<file path="config.mk">
export PLATFORM = sky130hd
export DESIGN_NAME = sfx_sequencer_flat
export DESIGN_NICKNAME = d
export VERILOG_FILES = /design/src/rtl/sfx_sequencer_if.sv /design/src/rtl/sfx_sequencer.sv /design/src/flat_wrapper.sv
export SDC_FILE = /design/constraint.sdc
export NUM_CORES = 1
export LEC_CHECK = 0
export CORE_MARGIN = 2
export CORE_UTILIZATION = 40
export DETAILED_ROUTE_END_ITERATION = 10
export HOLD_SLACK_MARGIN = 0.15
export PLACE_DENSITY_LB_ADDON = 0.12
export SLEW_MARGIN = 5
export SYNTH_ARGS = -nofsm -noshare
export SYNTH_HDL_FRONTEND = slang
export SYNTH_SLANG_ARGS = --single-unit
</file>
<file path="constraint.sdc">
create_clock -name clk -period 6.6 [get_ports clk]
set_input_delay 1.32 -clock clk [delete_from_list [all_inputs] [get_ports clk]]
set_output_delay 1.32 -clock clk [all_outputs]
set_load 0.02 [all_outputs]
</file>
<file path="src/rtl/sfx_sequencer_if.sv">
// Trigger/mute inputs and playback status outputs of the sound-effect sequencer.
// The master side drives triggers and mute; the slave side is the sequencer.
interface sfx_sequencer_if #(
    parameter int NUM_SFX = 4,
    parameter int NOTES   = 4
);
    localparam int SFX_W  = (NUM_SFX > 1) ? $clog2(NUM_SFX) : 1;
    localparam int NOTE_W = (NOTES > 1) ? $clog2(NOTES) : 1;

    logic [NUM_SFX-1:0] trigger;
    logic               mute;
    logic               sound_out;
    logic               busy;
    logic [SFX_W-1:0]   active_sfx;
    logic [NOTE_W-1:0]  note_idx;

    modport master (
        output trigger, mute,
        input  sound_out, busy, active_sfx, note_idx
    );

    modport slave (
        input  trigger, mute,
        output sound_out, busy, active_sfx, note_idx
    );
endinterface

</file>
<file path="src/rtl/sfx_sequencer.sv">
// Square-wave sound-effect player: rising trigger edges start, retrigger or pre-empt
// fixed-length note melodies from a parameter table; one registered speaker bit out.
//
// state | meaning
// IDLE  | silent, waiting for a trigger rising edge
// PLAY  | stepping through the notes of effect active_sfx
module sfx_sequencer #(
    parameter int NUM_SFX    = 4,
    parameter int NOTES      = 4,
    parameter int DIV_W      = 17,
    parameter int DUR_W      = 24,
    parameter int NOTE_TICKS = 3_125_000,
    parameter logic [NUM_SFX*NOTES*DIV_W-1:0] HALF_PERIODS = '0
) (
    input  logic           clk,
    input  logic           reset,
    sfx_sequencer_if.slave bus
);
    localparam int SFX_W  = (NUM_SFX > 1) ? $clog2(NUM_SFX) : 1;
    localparam int NOTE_W = (NOTES > 1) ? $clog2(NOTES) : 1;

    typedef enum logic {
        S_IDLE = 1'b0,
        S_PLAY = 1'b1
    } state_t;

    state_t             state;
    logic [NUM_SFX-1:0] prev_trig;
    logic [NUM_SFX-1:0] rise;
    logic [SFX_W-1:0]   winner;
    logic [SFX_W-1:0]   active_q;
    logic [NOTE_W-1:0]  note_q;
    logic [DUR_W-1:0]   dur;
    logic [DIV_W-1:0]   phase;
    logic               tone;
    logic               tone_nxt;
    logic               sound_q;
    logic               start;
    logic               note_end;
    logic               last_note;
    logic               phase_wrap;
    logic [DIV_W-1:0]   h_cur;
    logic [DIV_W-1:0]   h_nxt;
    logic [DIV_W-1:0]   h_win;

    function automatic logic [DIV_W-1:0] half_of(input logic [SFX_W-1:0] s,
                                                input logic [NOTE_W-1:0] k);
        int unsigned base;
        base = (int'(s) * NOTES + int'(k)) * DIV_W;
        return HALF_PERIODS[base +: DIV_W];
    endfunction

    assign rise = bus.trigger & ~prev_trig;

    // Scan downwards so the lowest set index wins.
    always_comb begin
        winner = '0;
        for (int i = NUM_SFX - 1; i >= 0; i--) begin
            if (rise[i]) winner = SFX_W'(i);
        end
    end

    assign start      = (|rise) && (state == S_IDLE || winner <= active_q);
    assign note_end   = (dur == DUR_W'(NOTE_TICKS - 1));
    assign last_note  = (note_q == NOTE_W'(NOTES - 1));
    assign h_cur      = half_of(active_q, note_q);
    assign h_nxt      = half_of(active_q, last_note ? note_q : note_q + NOTE_W'(1));
    assign h_win      = half_of(winner, '0);
    assign phase_wrap = (h_cur != '0) && (phase == h_cur - DIV_W'(1));

    // Tone is computed ahead so sound_out follows a start with one cycle latency.
    always_comb begin
        tone_nxt = 1'b0;
        if (start) begin
            tone_nxt = (h_win != '0);
        end else if (state == S_PLAY) begin
            if (note_end)
                tone_nxt = last_note ? 1'b0 : (h_nxt != '0);
            else if (h_cur == '0)
                tone_nxt = 1'b0;
            else
                tone_nxt = phase_wrap ? ~tone : tone;
        end
    end

    always_ff @(posedge clk) begin
        if (reset) begin
            state     <= S_IDLE;
            prev_trig <= '0;
            active_q  <= '0;
            note_q    <= '0;
            dur       <= '0;
            phase     <= '0;
            tone      <= 1'b0;
            sound_q   <= 1'b0;
        end else begin
            prev_trig <= bus.trigger;
            tone      <= tone_nxt;
            sound_q   <= tone_nxt & ~bus.mute;
            if (start) begin
                state    <= S_PLAY;
                active_q <= winner;
                note_q   <= '0;
                dur      <= '0;
                phase    <= '0;
            end else if (state == S_PLAY) begin
                if (note_end) begin
                    dur   <= '0;
                    phase <= '0;
                    if (last_note)
                        state <= S_IDLE;
                    else
                        note_q <= note_q + NOTE_W'(1);
                end else begin
                    dur <= dur + DUR_W'(1);
                    if (h_cur != '0)
                        phase <= phase_wrap ? '0 : phase + DIV_W'(1);
                end
            end
        end
    end

    assign bus.sound_out  = sound_q;
    assign bus.busy       = (state == S_PLAY);
    assign bus.active_sfx = active_q;
    assign bus.note_idx   = note_q;
endmodule

</file>
<file path="src/flat_wrapper.sv">
// flat-port wrapper written by rule: the top's interface ports become plain ports
module sfx_sequencer_flat 
#(
    parameter int NUM_SFX    = 4,
    parameter int NOTES      = 4,
    parameter int DIV_W      = 17,
    parameter int DUR_W      = 24,
    parameter int NOTE_TICKS = 3_125_000,
    parameter logic [NUM_SFX*NOTES*DIV_W-1:0] HALF_PERIODS = '0
)
  (clk, reset, bus_trigger, bus_mute, bus_sound_out, bus_busy, bus_active_sfx, bus_note_idx);
  sfx_sequencer_if #(.NUM_SFX(NUM_SFX), .NOTES(NOTES)) bus_i ();
  input  logic clk;
  input  logic reset;
  input wire logic [$bits(bus_i.trigger)-1:0] bus_trigger;
  input wire logic [$bits(bus_i.mute)-1:0] bus_mute;
  output wire logic [$bits(bus_i.sound_out)-1:0] bus_sound_out;
  output wire logic [$bits(bus_i.busy)-1:0] bus_busy;
  output wire logic [$bits(bus_i.active_sfx)-1:0] bus_active_sfx;
  output wire logic [$bits(bus_i.note_idx)-1:0] bus_note_idx;
  assign bus_i.trigger = bus_trigger;
  assign bus_i.mute = bus_mute;
  assign bus_sound_out = bus_i.sound_out;
  assign bus_busy = bus_i.busy;
  assign bus_active_sfx = bus_i.active_sfx;
  assign bus_note_idx = bus_i.note_idx;
  sfx_sequencer #(.NUM_SFX(NUM_SFX), .NOTES(NOTES), .DIV_W(DIV_W), .DUR_W(DUR_W), .NOTE_TICKS(NOTE_TICKS), .HALF_PERIODS(HALF_PERIODS)) u_core (.clk(clk), .reset(reset), .bus(bus_i));
endmodule
</file>
==> run summary <==
Data on the critical path is required at its endpoint by 6760 ps. The instance count after placement with tap cells included came out at 260. Setup violations remaining at the end of the flow were counted as 0. The wire-length estimate of the detail-placed layout is 2790 um. The final critical delay including setup and external delays is 3220 ps. The cell depth of the worst hold path is 2. The worst-case reg-to-reg path depth came out at 5. The worst clock skew came out at 6.13 ps. The net count after synthesis came out at 217. The root buffer cell chosen for the clock tree is sky130_fd_sc_hd__clkbuf_8. Summed over all instances, the cell type with the most area after synthesis is sky130_fd_sc_hd__dfxtp_1. The remaining global-route overflow came out at 0. The H-tree was split into 2 levels. The worst-skew pair later-pin latency is 280 ps. The placeable core region is 4290 um^2. Entering global routing, the biggest net connects 27 pins.

The setup slack of the most critical reg-to-reg path came out at 4460 ps. The post-detailed-routing wire length came out at 4010 um. The all-layer global routing usage is 0.175. The worst reg2reg path startpoint is u_core.dur[0]$_SDFFE_PP0P_. Setup repair after global routing left no endpoint under its margin. The maximum frequency from static timing analysis came out at 310 MHz. The number of vias in the routed layout came out at 1568. In this run the vertical extent of the chip is 70.3 um. The max-slew violation count came out at 0. The via count of the first global-routing pass is 1497. Setup total negative slack on the finished layout was measured at 0 ps. The weighted congestion at the end of routability-driven global placement is 0.813. The number of antenna violations at the first check in global routing came out at 0. The number of setup buffers added after CTS came out at 0. The number of detailed-routing iterations run before antenna repair came out at 4. The setup path with the least slack is of type in -> reg. In this run the remaining antenna-violating nets after routing total 0. The first-pass GRT wire length is 6940 um.

For this configuration, the core starts out at a cell density of 0.409. A synthesized cell averages 8.53 um^2. The longest clock path from root to sink contains 2 buffers.

The CTS buffer count came out at 5. The min-delay analysis places its worst path in the category reg -> reg. The Yosys step of the flow raised 0 warnings. The endpoint arrival time on the critical path is 3390 ps. The total power per unit cell area is 196 nW/um^2.

The clock tree from TritonCTS is built. The type of element capturing the critical path is a register. The number of diodes came out at 0. The die extent in x came out at 70.3 um. The count of buffers added on input and output ports is 10.

The cell leakage power is 0.581 nW. The flow ran to the end, and the final reports show no timing, DRC or antenna violations. Summing every instance area after synthesis gives 1760 um^2. The number of cells upsized or downsized after cts is 0. The worst-path maximum fanout is 26. In the final routed layout, each cell accounts on average for 15.0 um. The number of top-level pins is 13. Yosys attributes the largest share of cell area to sky130_fd_sc_hd__dfxtp_1, sky130_fd_sc_hd__a211oi_1, sky130_fd_sc_hd__o31ai_1. In the layout the commonest cells are sky130_fd_sc_hd__dfxtp_1, sky130_fd_sc_hd__nand2_1. The most common cell after layout, fill and taps aside is sky130_fd_sc_hd__dfxtp_1. The area growth from synthesis to layout is 12.3%. The share of the clock period used by the worst path came out at 0.488. Of the post-synthesis cell area, the dominant cell type holds 0.376.

The site row count came out at 24. The die area is 4940 um^2. The worst path setup slack after routing came out at 3380 ps.

Before CTS, the worst setup slack after placement is 3100 ps. In this run the most critical hold path is launched from u_core.dur[19]$_SDFFE_PP0P_. The count of endpoints failing hold in the final timing report was 0. The path with the worst hold slack has its endpoint at u_core.dur[19]$_SDFFE_PP0P_. Max-cap violations in this run came to 0. The fraction of final layout cells with drive strength greater than 1 is 0.0509.

The flip-flop and latch count after synthesis came out at 33. After clock tree synthesis, the clock-pin slew on the worst setup and hold paths is 70 ps. STA classifies the critical path startpoint as an input pin. The share of synthesized area occupied by flip-flops and latches is 0.376.

The capturing point of the worst reg2reg path is u_core.dur[18]$_SDFFE_PP0P_. The worst IR drop on VDD is 116 uV. The first routing iteration left 88 violations. The number of clock sinks came out at 33. The hold-fix buffer count after cts is 0.

Counting distinct cell types in the post-synthesis netlist gives 42. The post-synthesis cell count is 206. The number of remaining DRC errors came out at 0. The final net count came out at 226.

The per-cell via count in the routed design is 5.85. The non-filler instance count after layout is 268.
[worst max-delay path: stages]
cell                              delay [ps]
sky130_fd_sc_hd__clkdlybuf4s50_1         420
sky130_fd_sc_hd__nand2b_1                140
sky130_fd_sc_hd__nand2_1                 110
sky130_fd_sc_hd__a21oi_1                 160
sky130_fd_sc_hd__ha_1                    260
sky130_fd_sc_hd__nor2b_1                 150
sky130_fd_sc_hd__o211a_1                 260
sky130_fd_sc_hd__o21ai_1                 140
sky130_fd_sc_hd__buf_4                   300
sky130_fd_sc_hd__o32ai_1                 130
[routing by layer]
metal | up-vias | track usage | wire [um]
met1 | 733 | 0.227 | 1890
met4 | 0 | 0.0641 | 55
met3 | 5 | 0.0447 | 141
met5 | - | 0 | 0
li1 | 804 | - | -
met2 | 26 | 0.280 | 1920
[final cells by class]
class	instances	area, um^2
Fill cell	447	2320
Multi-Input combinational cell	155	1020
Sequential cell	33	661
Timing Repair Buffer	12	115
Clock buffer	8	80.1
Tap cell	52	65.1
Inverter	8	30.0
[report_power, final]
part           switching, mW  internal, mW
Clock                 0.0701        0.0749
Combinational         0.0210        0.0143
Sequential           0.00347         0.203
Total                 0.0946         0.292
[logic make-up (layout without fill, tap and decap cells)]
group,count (synthesis),in the layout,synth area share
and+or+nand+nor,94,94,0.325
DFF,33,33,0.376
other,1,1,0.00213
AOI/OAI and AO/OA,46,46,0.176
buffers and inverters,18,28,0.0427
adders and majority gates,4,4,0.0285
xor gates and xnor gates,10,10,0.0499
[state kept, by name (all words and copies together), names as in the netlist]
| signal | flops |
|---|---|
| u_core.prev_trig | 4 |
| u_core.bus.busy | 1 |
| u_core.bus.note_idx | 2 |
| u_core.dur | 24 |
| u_core.bus.active_sfx | 2 |
[cells in the mapped netlist, drive strengths merged]
cell type,count
and4b,1
a211oi,10
a21oi,9
nor3,10
dfxtp,33
or2,3
o2111ai,2
o21ai,9
nor4bb,1
o31ai,10
o211a,1
and3,1
o31a,1
conb,1
and2,2
xor2,4
or4,10
nand3,7
ha,4
nand2,15
inv,8
xnor2,6
or3,4
buf,4
o211ai,2
nand4bb,1
nand2b,4
nand4,11
and4,4
o32ai,2
nor2,7
nor2b,6
nor4,6
nor4b,1
clkbuf,6
[worst max path at each step]
stage,from,to,cells past startpoint
floorplan,bus_trigger[0],u_core.dur[10]$_SDFFE_PP0P_,9
CTS,bus_trigger[0],u_core.dur[15]$_SDFFE_PP0P_,10
global route,bus_trigger[3],u_core.dur[13]$_SDFFE_PP0P_,10
global placement,bus_trigger[0],u_core.dur[15]$_SDFFE_PP0P_,10
finish,bus_trigger[0],u_core.dur[15]$_SDFFE_PP0P_,10
detailed placement,bus_trigger[0],u_core.dur[15]$_SDFFE_PP0P_,10
[through the flow]
stage	area [um^2]	power, mW	hold WS [ps]	util
after floorplan	1760	0.233	469	-
after global placement	1890	0.245	487	0.441
after detailed placement	1890	0.246	500	0.441
after CTS	1970	0.392	511	0.459
after global routing	1970	0.406	533	0.459
final	1970	0.386	505	0.459
Power figures use the tool's default switching activity.
